### src/rtl/timer_multi.sv
// Multi-channel pulse timer: per channel one-shot, retriggerable one-shot or
// periodic square wave, with a programmable length and a per-channel prescaler.
module timer_multi #(
  parameter int NCH = 4,
  parameter int W   = 16,
  parameter int PW  = 8
) (
  input  logic              CLK,
  input  logic              R,
  input  logic [NCH-1:0]    TRG,
  input  logic [2*NCH-1:0]  MODE,
  input  logic [W*NCH-1:0]  LEN,
  input  logic [PW*NCH-1:0] PRESC,
  input  logic [NCH-1:0]    STOP,
  output logic [NCH-1:0]    OUT,
  output logic [NCH-1:0]    DONE
);

  typedef enum logic {IDLE, RUN} state_e;
  typedef enum logic [1:0] {
    M_ONESHOT  = 2'b00,
    M_RETRIG   = 2'b01,
    M_PERIODIC = 2'b10,
    M_OFF      = 2'b11
  } mode_e;

  state_e          state_q [NCH];
  state_e          state_d [NCH];
  logic [W-1:0]    cnt_q   [NCH];
  logic [W-1:0]    cnt_d   [NCH];
  logic [PW-1:0]   psc_q   [NCH];
  logic [PW-1:0]   psc_d   [NCH];
  logic [NCH-1:0]  trg_q;
  logic [NCH-1:0]  trig;
  logic [NCH-1:0]  tick;
  logic [NCH-1:0]  out_d;
  logic [NCH-1:0]  done_d;

  assign trig = TRG & ~trg_q;

  for (genvar g = 0; g < NCH; g++) begin : g_tick
    assign tick[g] = (psc_q[g] == PRESC[PW*g +: PW]);
  end

  // Priority per channel: abort (STOP / disabled) > start or retrigger > expiry > count.
  always_comb begin
    // NOTE: every combinational output gets a default first so no latch is inferred.
    out_d  = OUT;
    done_d = '0;
    for (int i = 0; i < NCH; i++) begin
      state_d[i] = state_q[i];
      cnt_d[i]   = cnt_q[i];
      psc_d[i]   = psc_q[i];
      if (mode_e'(MODE[2*i +: 2]) == M_OFF || STOP[i]) begin
        state_d[i] = IDLE;
        out_d[i]   = 1'b0;
      end else if (state_q[i] == IDLE) begin
        if (trig[i] && LEN[W*i +: W] != '0) begin
          state_d[i] = RUN;
          out_d[i]   = 1'b1;
          cnt_d[i]   = LEN[W*i +: W];
          psc_d[i]   = '0;
        end
      end else if (trig[i] && LEN[W*i +: W] != '0 &&
                   mode_e'(MODE[2*i +: 2]) != M_ONESHOT) begin
        out_d[i] = 1'b1;
        cnt_d[i] = LEN[W*i +: W];
        psc_d[i] = '0;
      end else if (tick[i] && cnt_q[i] <= W'(1)) begin
        // cnt of 0 can only come from a periodic reload with LEN=0; expire rather than wrap.
        done_d[i] = 1'b1;
        if (mode_e'(MODE[2*i +: 2]) == M_PERIODIC) begin
          out_d[i] = ~OUT[i];
          cnt_d[i] = LEN[W*i +: W];
          psc_d[i] = '0;
        end else begin
          state_d[i] = IDLE;
          out_d[i]   = 1'b0;
        end
      end else if (tick[i]) begin
        cnt_d[i] = cnt_q[i] - W'(1);
        psc_d[i] = '0;
      end else begin
        psc_d[i] = psc_q[i] + PW'(1);
      end
    end
  end

  // NOTE: state registers use non-blocking assignments so all channels update together.
  always_ff @(posedge CLK) begin
    if (R) begin
      trg_q <= '0;
      OUT   <= '0;
      DONE  <= '0;
      for (int i = 0; i < NCH; i++) begin
        state_q[i] <= IDLE;
        cnt_q[i]   <= '0;
        psc_q[i]   <= '0;
      end
    end else begin
      trg_q <= TRG;
      OUT   <= out_d;
      DONE  <= done_d;
      for (int i = 0; i < NCH; i++) begin
        state_q[i] <= state_d[i];
        cnt_q[i]   <= cnt_d[i];
        psc_q[i]   <= psc_d[i];
      end
    end
  end

endmodule
### config.mk
export PLATFORM = sky130hd
export DESIGN_NAME = timer_multi
export DESIGN_NICKNAME = d
export VERILOG_FILES = /design/src/rtl/timer_multi.sv
export SDC_FILE = /design/constraint.sdc
export NUM_CORES = 1
export LEC_CHECK = 0
export ABC_AREA = 1
export BUFFER_PORTS_ARGS = -buffer_cell sky130_fd_sc_hd__buf_4
export CAP_MARGIN = 20
export CORE_MARGIN = 2
export CORE_UTILIZATION = 53
export DETAILED_ROUTE_END_ITERATION = 6
export PLACE_DENSITY = 0.82
export SETUP_SLACK_MARGIN = 0.15
export SLEW_MARGIN = 20
export SYNTH_ARGS = -nofsm -noshare
export SYNTH_HDL_FRONTEND = slang
export SYNTH_SLANG_ARGS = --single-unit
export TNS_END_PERCENT = 50
### constraint.sdc
create_clock -name CLK -period 1.85 [get_ports CLK]
set_input_delay 0.2775 -clock CLK [delete_from_list [all_inputs] [get_ports CLK]]
set_output_delay 0.2775 -clock CLK [all_outputs]
set_load 0.01 [all_outputs]
-- Word-level counts from Yosys, hierarchy flattened
Memory sizes are Yosys's and may differ from the RTL's.
Cells that the tools add are included.
- multiplexer cells: 119
- order comparisons: 4
- bitwise operators: 22
- reductions and logical operators: 40
- equal/unequal tests: 16
- $add $sub $neg: 8
- operators by type and width (kind ; number):
    $mux 16 ; 32
    $mux 8 ; 32
    $le 16x1->1 const B ; 4
    $reduce_bool 16->1 ; 4
    $sub 16x1->16 const B ; 4
    $mux 1 ; 55
    $add 8x1->8 const B ; 4
    $eq 8x8->1 ; 4
    $eq 2x2->1 const B ; 8
    $reduce_bool 2->1 ; 8
    $reduce_or 4->1 ; 4
    $logic_and 1x1->1 ; 12
    $ne 3x1->1 const B ; 4
    $or 1x1->1 ; 12
    $not 1->1 ; 8
    $reduce_and 2->1 ; 4
    $reduce_or 2->1 ; 4
    $and 4x4->4 ; 1
    $logic_or 1x1->1 ; 4
    $not 4->4 ; 1
- output and inout bits: 8
- RAM bits: 100
- input bits: 114
- memories: 3
- word-level logic and storage cells: 221
- register bits after elaboration: 12
- memory list (memory ; depth ; bits a word ; rd ports ; clocked after memory_dff ; wr ports ; line ; RTL):
    cnt_q ; 4 ; 16 ; 4 ; 0 ; 4 ; 29 ; logic [W-1:0] cnt_q [NCH];
    psc_q ; 4 ; 8 ; 4 ; 0 ; 4 ; 31 ; logic [PW-1:0] psc_q [NCH];
    state_q ; 4 ; 1 ; 4 ; 0 ; 4 ; 27 ; state_e state_q [NCH];

-- Logic depth before layout (Yosys ltp)
Gate-level depths: netlist (run 1).
- depth in word-level cells: 8
- gate-level depth with buffers: 15
- depth with buffers taken out: 14

-- Worst setup path before layout (run 1)
OpenSTA, ideal clock, no wires.
- path type: register to register
- start: mem cnt_q[2][0]
- end: mem cnt_q[2][2]
- period minus slack after synthesis: 1868 ps
- setup slack: -18 ps
- library setup time: 110 ps
- data arrival time: 1758 ps
- buffers on the path: 0
- stages on the path, launching flop included: 12
- cells stage by stage: dfxtp_1 > inv_1 > ha_1 > or2_2 > nand3_1 > nor2_1 > nand3_1 > nor2_1 > nor2_1 > nand3_1 > nand2_1 > nor2_1
- RTL lines (what ; line):
    start, declared ; 29

==> flow_metrics.tcl, run 1 <==
set metrics [dict create \
    antenna_cells 0 \
    slew-limit-headroom 0.6062 \
    num_rows 46 \
    drtPass1Iterations 7 \
    grt_pass1_vias 9882 \
    htreeDepth 3 \
    io_pins 122 \
    slowest_delay_ns 0.37 \
    cts_tree "yes" \
    p_sw_mw 2.645 \
    syn_area_um2 8650 \
    end_kind "flop" \
    via_per_inst 5.753 \
    hold_viol 0 \
    grt_start_max_net_pins 34 \
    syn_avg_cell_area_um2 5.829 \
    maxSlewViolCount 0 \
    fin_ws_ns -0.07988 \
    vias 11470 \
    dr.first_iter.drc_count 1420 \
    cellLeakagePower_nw 6.268 \
    grt_first_pass_wirelength_mm 45.46 \
    grt_antenna_before_repair 0 \
    synth.distinct_cells 36 \
    cts-root-buf "clkbuf_16" \
    grt_setup_unrepaired "true" \
    start_util 0.5425 \
    violations "DRC, setup timing" \
    hp-class "input pin to flop" \
    r2r_cells 13 \
    portBuffers 121 \
    p_int_mw 4.662 \
    synth_flop_cell "dfxtp_1" \
    dieArea_um2 17360 \
    critPathArrivalTime_ns 2.21 \
    finalNetCount 1899 \
    drive_gt1_frac 0.3618 \
    crit_path_max_fanout 5 \
    tns_ns -0.7398 \
    routabilityCongestion 0.9667 \
    crit_chain "nor2_2 -> nor2_1 -> nor2_1 -> nand2_2 -> nor2_4 -> nand3_2 -> inv_2 -> nand2_4 -> buf_4 -> buf_6 -> nand2_8 -> nand2_1 -> a21oi_2" \
    cts_sinks 112 \
    critical-path-slowest-cell "dfxtp_4" \
    n_fill_cell 984 \
    power.share.clock 0.269 \
    fp.dieW_um 131.8 \
    worst_slew_pin_slew_ns 0.5907 \
    outcome "finished with violations" \
    cts_buffers 9 \
    hold_slack_ns 0.1352 \
    syn_to_final_growth_pct 47.42 \
    overflow 0 \
    pwr-share-comb 0.372 \
    wire_per_inst_um 16.95 \
    ys_ff_latch 112 \
    coreArea_um2 15940 \
    start_kind "flop" \
    swShare 0.3620 \
    syn_nets 1610 \
    antenna_left 0 \
    clock_latency_ns 0.37 \
    yosys_warnings 0 \
    critical_path.top_delay_family "simple AND/OR/NAND/NOR gates" \
    worstHoldPathCells 3 \
    synth_edf_count 0 \
    critPathMostFrequentCell "nor2_1" \
    regArea_um2 2333 \
    period_share 1.043 \
    multi_input_area_um2 6524 \
    fmax_mhz 518.2 \
    drc 1 \
    synthCells 1484 \
    cp.depth 13 \
    drv_cap 0 \
    critPathKind "flop to flop" \
    power_frac_seq 0.359 \
    setup_violations 28 \
    ir_drop_mv 0.4785 \
    drt_wl_total_mm 33.79 \
    yosysSeqAreaShare 0.2592 \
    cp_num_buf_inv 3 \
    powerDensity_nw_per_um2 573.0 \
    min_period_ns 1.930 \
    cp_data_required_time_ns 2.13 \
    track_usage 0.3121 \
    finClkSkew_ns 0.01814 \
    cts_max_path_buffers 2 \
    cts.reportedPaths.clkPinSlew_ns 0.08 \
    async_flop_share 0 \
    dpl.hpwl_mm 17.81 \
    pre_cts_slack_ns -0.01933 \
    die_y_um 131.8 \
]
[layer usage]
| metal | track usage | part of all wire | vias to the layer above |
|---|---|---|---|
| li1 | - | - | 5255 |
| met1 | 0.3930 | 0.38 | 5159 |
| met2 | 0.5329 | 0.47 | 806 |
| met3 | 0.05613 | 0.095 | 245 |
| met4 | 0.1190 | 0.060 | 0 |
| met5 | 0 | 0 | - |
[Yosys cell counts (10+ instances only)]
cell,count,area (um2)
clkbuf_1,11,41.29
xnor2_1,21,183.9
o21ai_0,45,225.2
inv_1,174,653.1
xor2_1,33,289.0
nand2_2,10,62.56
nand3_1,143,715.7
nor2_1,242,908.4
buf_6,12,135.1
nand4_1,36,225.2
dfxtp_1,112,2242
ha_1,12,150.1
a21oi_1,43,215.2
nor3_1,19,95.09
nand2_1,477,1790
[sequential cells by signal, summed over array words and instances (netlist names)]
signal and flops:
OUT 4, DONE 4, cnt_q 64, state_q 4
psc_q 32, trg_q 4
[power by group through the flow]
stage | registers, mW | logic, mW | clock network (mW)
2_1_floorplan | 2.64 | 1.27 | 0
3_3_place_gp | 2.66 | 1.87 | 0
3_5_place_dp | 2.66 | 1.91 | 0
4_1_cts | 2.61 | 2.22 | 1.97
5_1_grt | 2.63 | 2.92 | 2.07
6_report | 2.63 | 2.72 | 1.96
[worst paths after layout]
kind / end / from / slack, ns
worst max-delay path: psc_q[2][6] / psc_q[2][4] / -0.08
worst min-delay path: trg_q[1] / TRG[1] / 0.14
worst max register to register: psc_q[2][6] / psc_q[2][4] / -0.08
worst min register to register: cnt_q[1][1] / cnt_q[1][1] / 0.48
[area by class of cell]
cell class,instances,share of cell area
multi-input cells,1161,0.5116
repair buffers,306,0.2065
flip-flops and latches,112,0.1830
inverters,183,0.05613
well taps,216,0.02120
clock buffers,13,0.02041
clock inverters,2,0.001178
[worst reg2reg max path, cell delays in order (launching register included)]
cell,delay (ns)
dfxtp_4,0.37
nor2_2,0.14
nor2_1,0.07
nor2_1,0.13
nand2_2,0.09
nor2_4,0.17
nand3_2,0.13
inv_2,0.09
nand2_4,0.07
buf_4,0.14
buf_6,0.13
nand2_8,0.09
nand2_1,0.08
a21oi_2,0.15
[cells in the final DEF, fill, tap and decap left out, types with 4 or more instances in the layout]
cell	netlist	final
nand2_2	10	52
a21oi_1	43	31
dfxtp_4	0	13
nand2_4	2	33
nand4_1	36	36
buf_6	12	24
nand2_8	0	4
o21ai_0	45	40
dfxtp_2	0	34
clkbuf_16	0	12
nor2_1	242	192
buf_12	0	8
or2_4	0	4
nand2_1	477	407
a21oi_2	1	13
nor2_4	8	31
nor2_2	9	36
buf_16	0	4
or2_2	9	6
nand3_2	8	23
nand3b_1	8	8
nor3_1	19	16
nand3_1	143	122
inv_2	8	34
buf_4	6	264
inv_4	1	7
ha_4	0	8
inv_1	174	140
xor2_1	33	33
o21ai_1	9	9
dfxtp_1	112	65
o21ai_2	0	5
xnor2_1	21	20
nand3_4	3	11
ha_1	12	4
[cells by family after synthesis]
group           Yosys count  share of synthesized area
fa+ha+maj                12                    0.01736
simple gates            985                     0.4993
compound gates          100                    0.05888
flops                   112                     0.2592
buf+inv                 221                     0.1105
xor+xnor                 54                    0.05468
[through the flow]
stage | power (mW) | instances | instance area, um2 | utilization
global placement | 4.529 | 1872 | 10350 | 0.6490
detailed placement | 4.567 | 1872 | 10350 | 0.6490
finish | 7.307 | 1993 | 12750 | 0.7998
floorplan | 3.908 | 1484 | 8712 | -
global route | 7.626 | 1993 | 12750 | 0.7998
CTS | 6.794 | 1949 | 11680 | 0.7327
[what timing repair did]
action                                  4_1_cts  5_1_grt
pin swaps                                    43       78
setup buffers                                49       39
endpoints found under the hold margin         0        0
endpoints found under the setup margin      101      104
gates resized for setup                     148      225
gates cloned                                 13        5
hold buffers                                  0        0
Power figures use the tool's default switching activity.
==> run 2, diff against run 1 <==
- CELL_PAD_IN_SITES_DETAIL_PLACEMENT: default -> 1
- CELL_PAD_IN_SITES_GLOBAL_PLACEMENT: default -> 1
- CORE_UTILIZATION: 53 -> 43
- PLACE_DENSITY: 0.82 -> 0.9
- clock period: 1.85 -> 2.49 ns (I/O delays scaled with it)
==> flow_metrics.tcl, run 2 (synthesized netlist as in run 1, its figures left out) <==
set metrics [dict create \
    outcome "finished clean" \
    antenna_left 0 \
    hold_slack_ns 0.2278 \
    tns_ns 0 \
    via_per_inst 5.145 \
    ir_drop_mv 0.3130 \
    htreeDepth 3 \
    min_period_ns 2.208 \
    grt_start_max_net_pins 30 \
    p_int_mw 3.201 \
    maxSlewViolCount 0 \
    end_kind "flop" \
    drc 0 \
    syn_to_final_growth_pct 16.62 \
    fin_ws_ns 0.2822 \
    cts_setup_buffers 0 \
    grt_pass1_vias 9804 \
    num_rows 51 \
    coreArea_um2 19590 \
    final_common_cell "nand2_1" \
    hp-class "input pin to flop" \
    wire_per_inst_um 14.57 \
    pwr-share-comb 0.280 \
    drive_gt1_frac 0.1352 \
    pre_cts_slack_ns 0.2216 \
    die_y_um 145.8 \
    fp.dieW_um 145.8 \
    overflow 0 \
    io_pins 122 \
    dpl.hpwl_mm 20.92 \
    start_kind "flop" \
    largest_reg_flops 64 \
    power.share.clock 0.317 \
    layout_common_cells "nand2_1, nor2_1, inv_1" \
    cts.reportedPaths.clkPinSlew_ns 0.08 \
    drv_cap 0 \
    cellLeakagePower_nw 5.087 \
    drtPass1Iterations 5 \
    finClkSkew_ns 0.01336 \
    largest_register "cnt_q" \
    critPathArrivalTime_ns 2.49 \
    rr_startpoint "cnt_q[2][0]" \
    p_total_mw 4.831 \
    grt_first_pass_wirelength_mm 45.31 \
    dieArea_um2 21270 \
    period_share 0.8867 \
    drt_wl_total_mm 27.14 \
    grt_util_met1 0.3053 \
    top_regs "cnt_q (64), psc_q (32)" \
    crit_start "cnt_q[2][0]" \
    cp_data_required_time_ns 2.77 \
    p_sw_mw 1.630 \
    cts_sinks 112 \
    dr.first_iter.drc_count 422 \
    crit_path_max_fanout 7 \
    swShare 0.3373 \
    track_usage 0.2526 \
    antenna_cells 0 \
    power_frac_seq 0.402 \
    grt_busiest_layer "met2" \
    setup_violations 0 \
    grt_antenna_before_repair 0 \
    clock_latency_ns 0.36 \
    slew-limit-headroom 0.7056 \
    use_met3 0.03574 \
    routabilityCongestion 0.8946 \
    grt_setup_unrepaired "true" \
    start_util 0.4415 \
    hold_viol 0 \
    vias 9585 \
    worst_slew_pin_slew_ns 0.4400 \
    fmax_mhz 452.9 \
    powerDensity_nw_per_um2 478.9 \
    cts_max_path_buffers 2 \
    min-delay-start "TRG[1]" \
    cts_hold_buffers 0 \
    cts_tree "yes" \
    grt_use_met2 0.4623 \
    critPathKind "flop to flop" \
    finalNetCount 1720 \
    portBuffers 121 \
    cts-root-buf "clkbuf_16" \
    cts_buffers 9 \
]
-- run 2: cell count changes in the layout (fill, tap and decap cells not counted), sizes merged --
cell / delta
buf: -166
nand2: -7
nand3: -2
clkbuf: -5
bufinv: +1
clkinvlp: -1
nand4: -1
inv: +2
-- run 2: power by group through the flow --
stage / Combinational, mW / Sequential (mW) / Clock, mW
CTS: 1.35 / 1.94 / 1.56
global placement: 1.29 / 1.98 / 0
global route: 1.53 / 1.95 / 1.63
finish: 1.35 / 1.94 / 1.53
floorplan: 0.930 / 1.96 / 0
detailed placement: 1.34 / 1.98 / 0
-- run 2: through the flow --
stage          area [um2]  std cells  utilization
6_report            10090       1863       0.5149
5_1_grt             10090       1863       0.5149
4_1_cts             10060       1863       0.5138
3_5_place_dp         9768       1848       0.4986
3_3_place_gp         9768       1848       0.4986
2_1_floorplan        8650       1484            -
-- run 2: worst paths after layout --
| check | slack [ns] | endpoint | cells past startpoint |
|---|---|---|---|
| hold reg to reg | 0.48 | cnt_q[3][1] | 2 |
| setup / recovery | 0.28 | psc_q[2][4] | 11 |
| hold / removal | 0.23 | trg_q[1] | 3 |
| setup reg to reg | 0.28 | psc_q[2][4] | 11 |
-- run 2: layout make-up --
type / count / area [um2]
clock buffers: 11 / 242.7
repair buffers: 137 / 1054
clock inverters: 4 / 53.80
inverters: 183 / 689.4
fillers: 2829 / 9503
multi-input cells: 1151 / 5474
well taps: 265 / 331.6
flip-flops and latches: 112 / 2242
-- run 2: timing repair --
item | 4_1_cts | 5_1_grt
gates resized for setup | 0 | 5
hold endpoints to repair | 0 | 0
setup endpoints to repair | 0 | 34
-- run 2: routing by layer --
metal / wire [um] / part of all wire / up-vias
li1: - / - / 4860
met4: 534 / 0.020 / 0
met1: 12230 / 0.45 / 4520
met2: 13490 / 0.50 / 168
met5: 0 / 0 / -
met3: 884 / 0.033 / 37
-- run 2: critical path, cell delays in order (launching register included) --
cell and delay [ns]:
dfxtp_1 0.39, inv_1 0.10, ha_1 0.26, or2_2 0.32
nand3_1 0.09, nor2_1 0.06, nand3_1 0.11, nor2_1 0.06
nor2_1 0.27, buf_4 0.23, nand2_1 0.08, a21oi_1 0.15
==> run 3, diff against run 2 <==
- BUFFER_PORTS_ARGS: -buffer_cell sky130_fd_sc_hd__buf_4 -> default
- CORE_UTILIZATION: 43 -> 44
- DONT_BUFFER_PORTS: default -> 1
- PLACE_DENSITY: 0.9 -> 0.84
- clock period: 2.49 -> 2.39 ns (I/O delays scaled with it)
==> flow_metrics.tcl, run 3 (synthesized netlist as in run 1, its figures left out) <==
set metrics [dict create \
    cp_data_required_time_ns 2.68 \
    min_period_ns 2.117 \
    fp.dieW_um 144.2 \
    antenna_left 0 \
    die_y_um 144.2 \
    hold_viol 0 \
    outcome "finished clean" \
    top_regs "cnt_q (64), psc_q (32)" \
    critical-path-slowest-cell "dfxtp_1" \
    cts.reportedPaths.clkPinSlew_ns 0.08 \
    largest_reg_flops 64 \
    cellLeakagePower_nw 4.534 \
    drtPass1Iterations 4 \
    cts_sinks 112 \
    portBuffers 0 \
    worst_slew_pin_slew_ns 0.4447 \
    coreArea_um2 19400 \
    syn_to_final_growth_pct 6.943 \
    critPathArrivalTime_ns 2.41 \
    tns_ns 0 \
    cts_tree "yes" \
    grt_pass1_vias 9235 \
    cts_buffers 9 \
    end_kind "flop" \
    dpl.hpwl_mm 19.57 \
    ir_drop_mv 0.2939 \
    maxSlewViolCount 0 \
    grt_start_max_net_pins 46 \
    wire_per_inst_um 14.60 \
    p_total_mw 4.898 \
    clock_latency_ns 0.36 \
    drive_gt1_frac 0.07008 \
    hp-class "input pin to flop" \
    dieArea_um2 20800 \
    fmax_mhz 472.4 \
    antenna_cells 0 \
    grt_antenna_before_repair 0 \
    drv_cap 0 \
    finalNetCount 1605 \
    grt_setup_unrepaired "true" \
    critPathKind "flop to flop" \
    largest_register "cnt_q" \
    drt_wl_total_mm 25.54 \
    critical_path.top_delay_family "simple AND/OR/NAND/NOR gates" \
    track_usage 0.2475 \
    grt_first_pass_wirelength_mm 42.30 \
    slowest_delay_ns 0.39 \
    cts-root-buf "clkbuf_16" \
    layout_common_cells "nand2_1, nor2_1, inv_1" \
    drc 0 \
    io_pins 122 \
    cp_num_buf_inv 1 \
    overflow 0 \
    crit_path_max_fanout 10 \
    slew-limit-headroom 0.7013 \
    start_util 0.4459 \
    setup_violations 0 \
    final_common_cell "nand2_1" \
    cts_max_path_buffers 2 \
    num_rows 51 \
    htreeDepth 3 \
    powerDensity_nw_per_um2 529.5 \
    critPathMostFrequentCell "nand2_1" \
    routabilityCongestion 0.9131 \
    period_share 0.8857 \
    n_fill_cell 2826 \
    finClkSkew_ns 0.01444 \
    dr.first_iter.drc_count 266 \
    vias 9184 \
    crit_chain "inv_1 -> ha_1 -> nand2_1 -> nor2_2 -> nand2_1 -> nand2_1 -> nand4_1 -> nand3_2 -> nor2_4 -> nand3_1 -> nand2_1" \
    via_per_inst 5.251 \
    start_kind "flop" \
]
==> run 3: worst reg2reg max path: stages, from the launching register on <==
cell	delay (ns)
dfxtp_1	0.39
inv_1	0.08
ha_1	0.23
nand2_1	0.18
nor2_2	0.09
nand2_1	0.07
nand2_1	0.09
nand4_1	0.18
nand3_2	0.23
nor2_4	0.31
nand3_1	0.13
nand2_1	0.09
==> run 3: layout make-up <==
type,count,area [um2],area share
clock buffer,13,270.3,0.02922
clock inverter,3,47.55,0.005140
inverter,183,689.4,0.07453
multi-input combinational,1151,5474,0.5918
sequential,112,2243,0.2425
tap,265,331.6,0.03584
timing repair buffer,22,193.9,0.02097
==> run 3: per-layer routing <==
metal	track usage	part of all wire	vias to the layer above
met3	0.03245	0.039	37
met2	0.4514	0.49	157
li1	-	-	4637
met1	0.3059	0.45	4353
met5	0	0	-
met4	0.06745	0.020	0
==> run 3: final timing paths <==
path / cells after the start / slack (ns) / to / startpoint
max reg2reg: 11 / 0.27 / cnt_q[3][10] / cnt_q[3][0]
min: 1 / 0.06 / trg_q[1] / R
max: 11 / 0.27 / cnt_q[3][10] / cnt_q[3][0]
min reg2reg: 2 / 0.48 / psc_q[3][6] / psc_q[3][6]
==> run 3: through the flow <==
stage | hold WS (ns) | util | instance area, um2 | cells | setup slack [ns]
final | 0.05955 | 0.4768 | 9250 | 1749 | 0.2732
after global routing | 0.05375 | 0.4768 | 9250 | 1749 | 0.1227
after CTS | 0.05016 | 0.4744 | 9203 | 1748 | 0.2144
after detailed placement | 0.4385 | 0.4580 | 8885 | 1732 | 0.2636
after global placement | 0.4360 | 0.4580 | 8885 | 1732 | 0.2963
after floorplan | 0.4433 | - | 8650 | 1484 | 0.5225
==> run 3: repair_timing <==
action | in CTS | in global routing
hold buffers | 0 | 0
endpoints found under the setup margin | 0 | 51
buffers inserted | 0 | 1
gates resized for setup | 0 | 8
==> run 3: power breakdown <==
part           switching [mW]  internal (mW)
sequential             0.0836           1.94
clock                   0.735          0.908
combinational           0.789          0.441
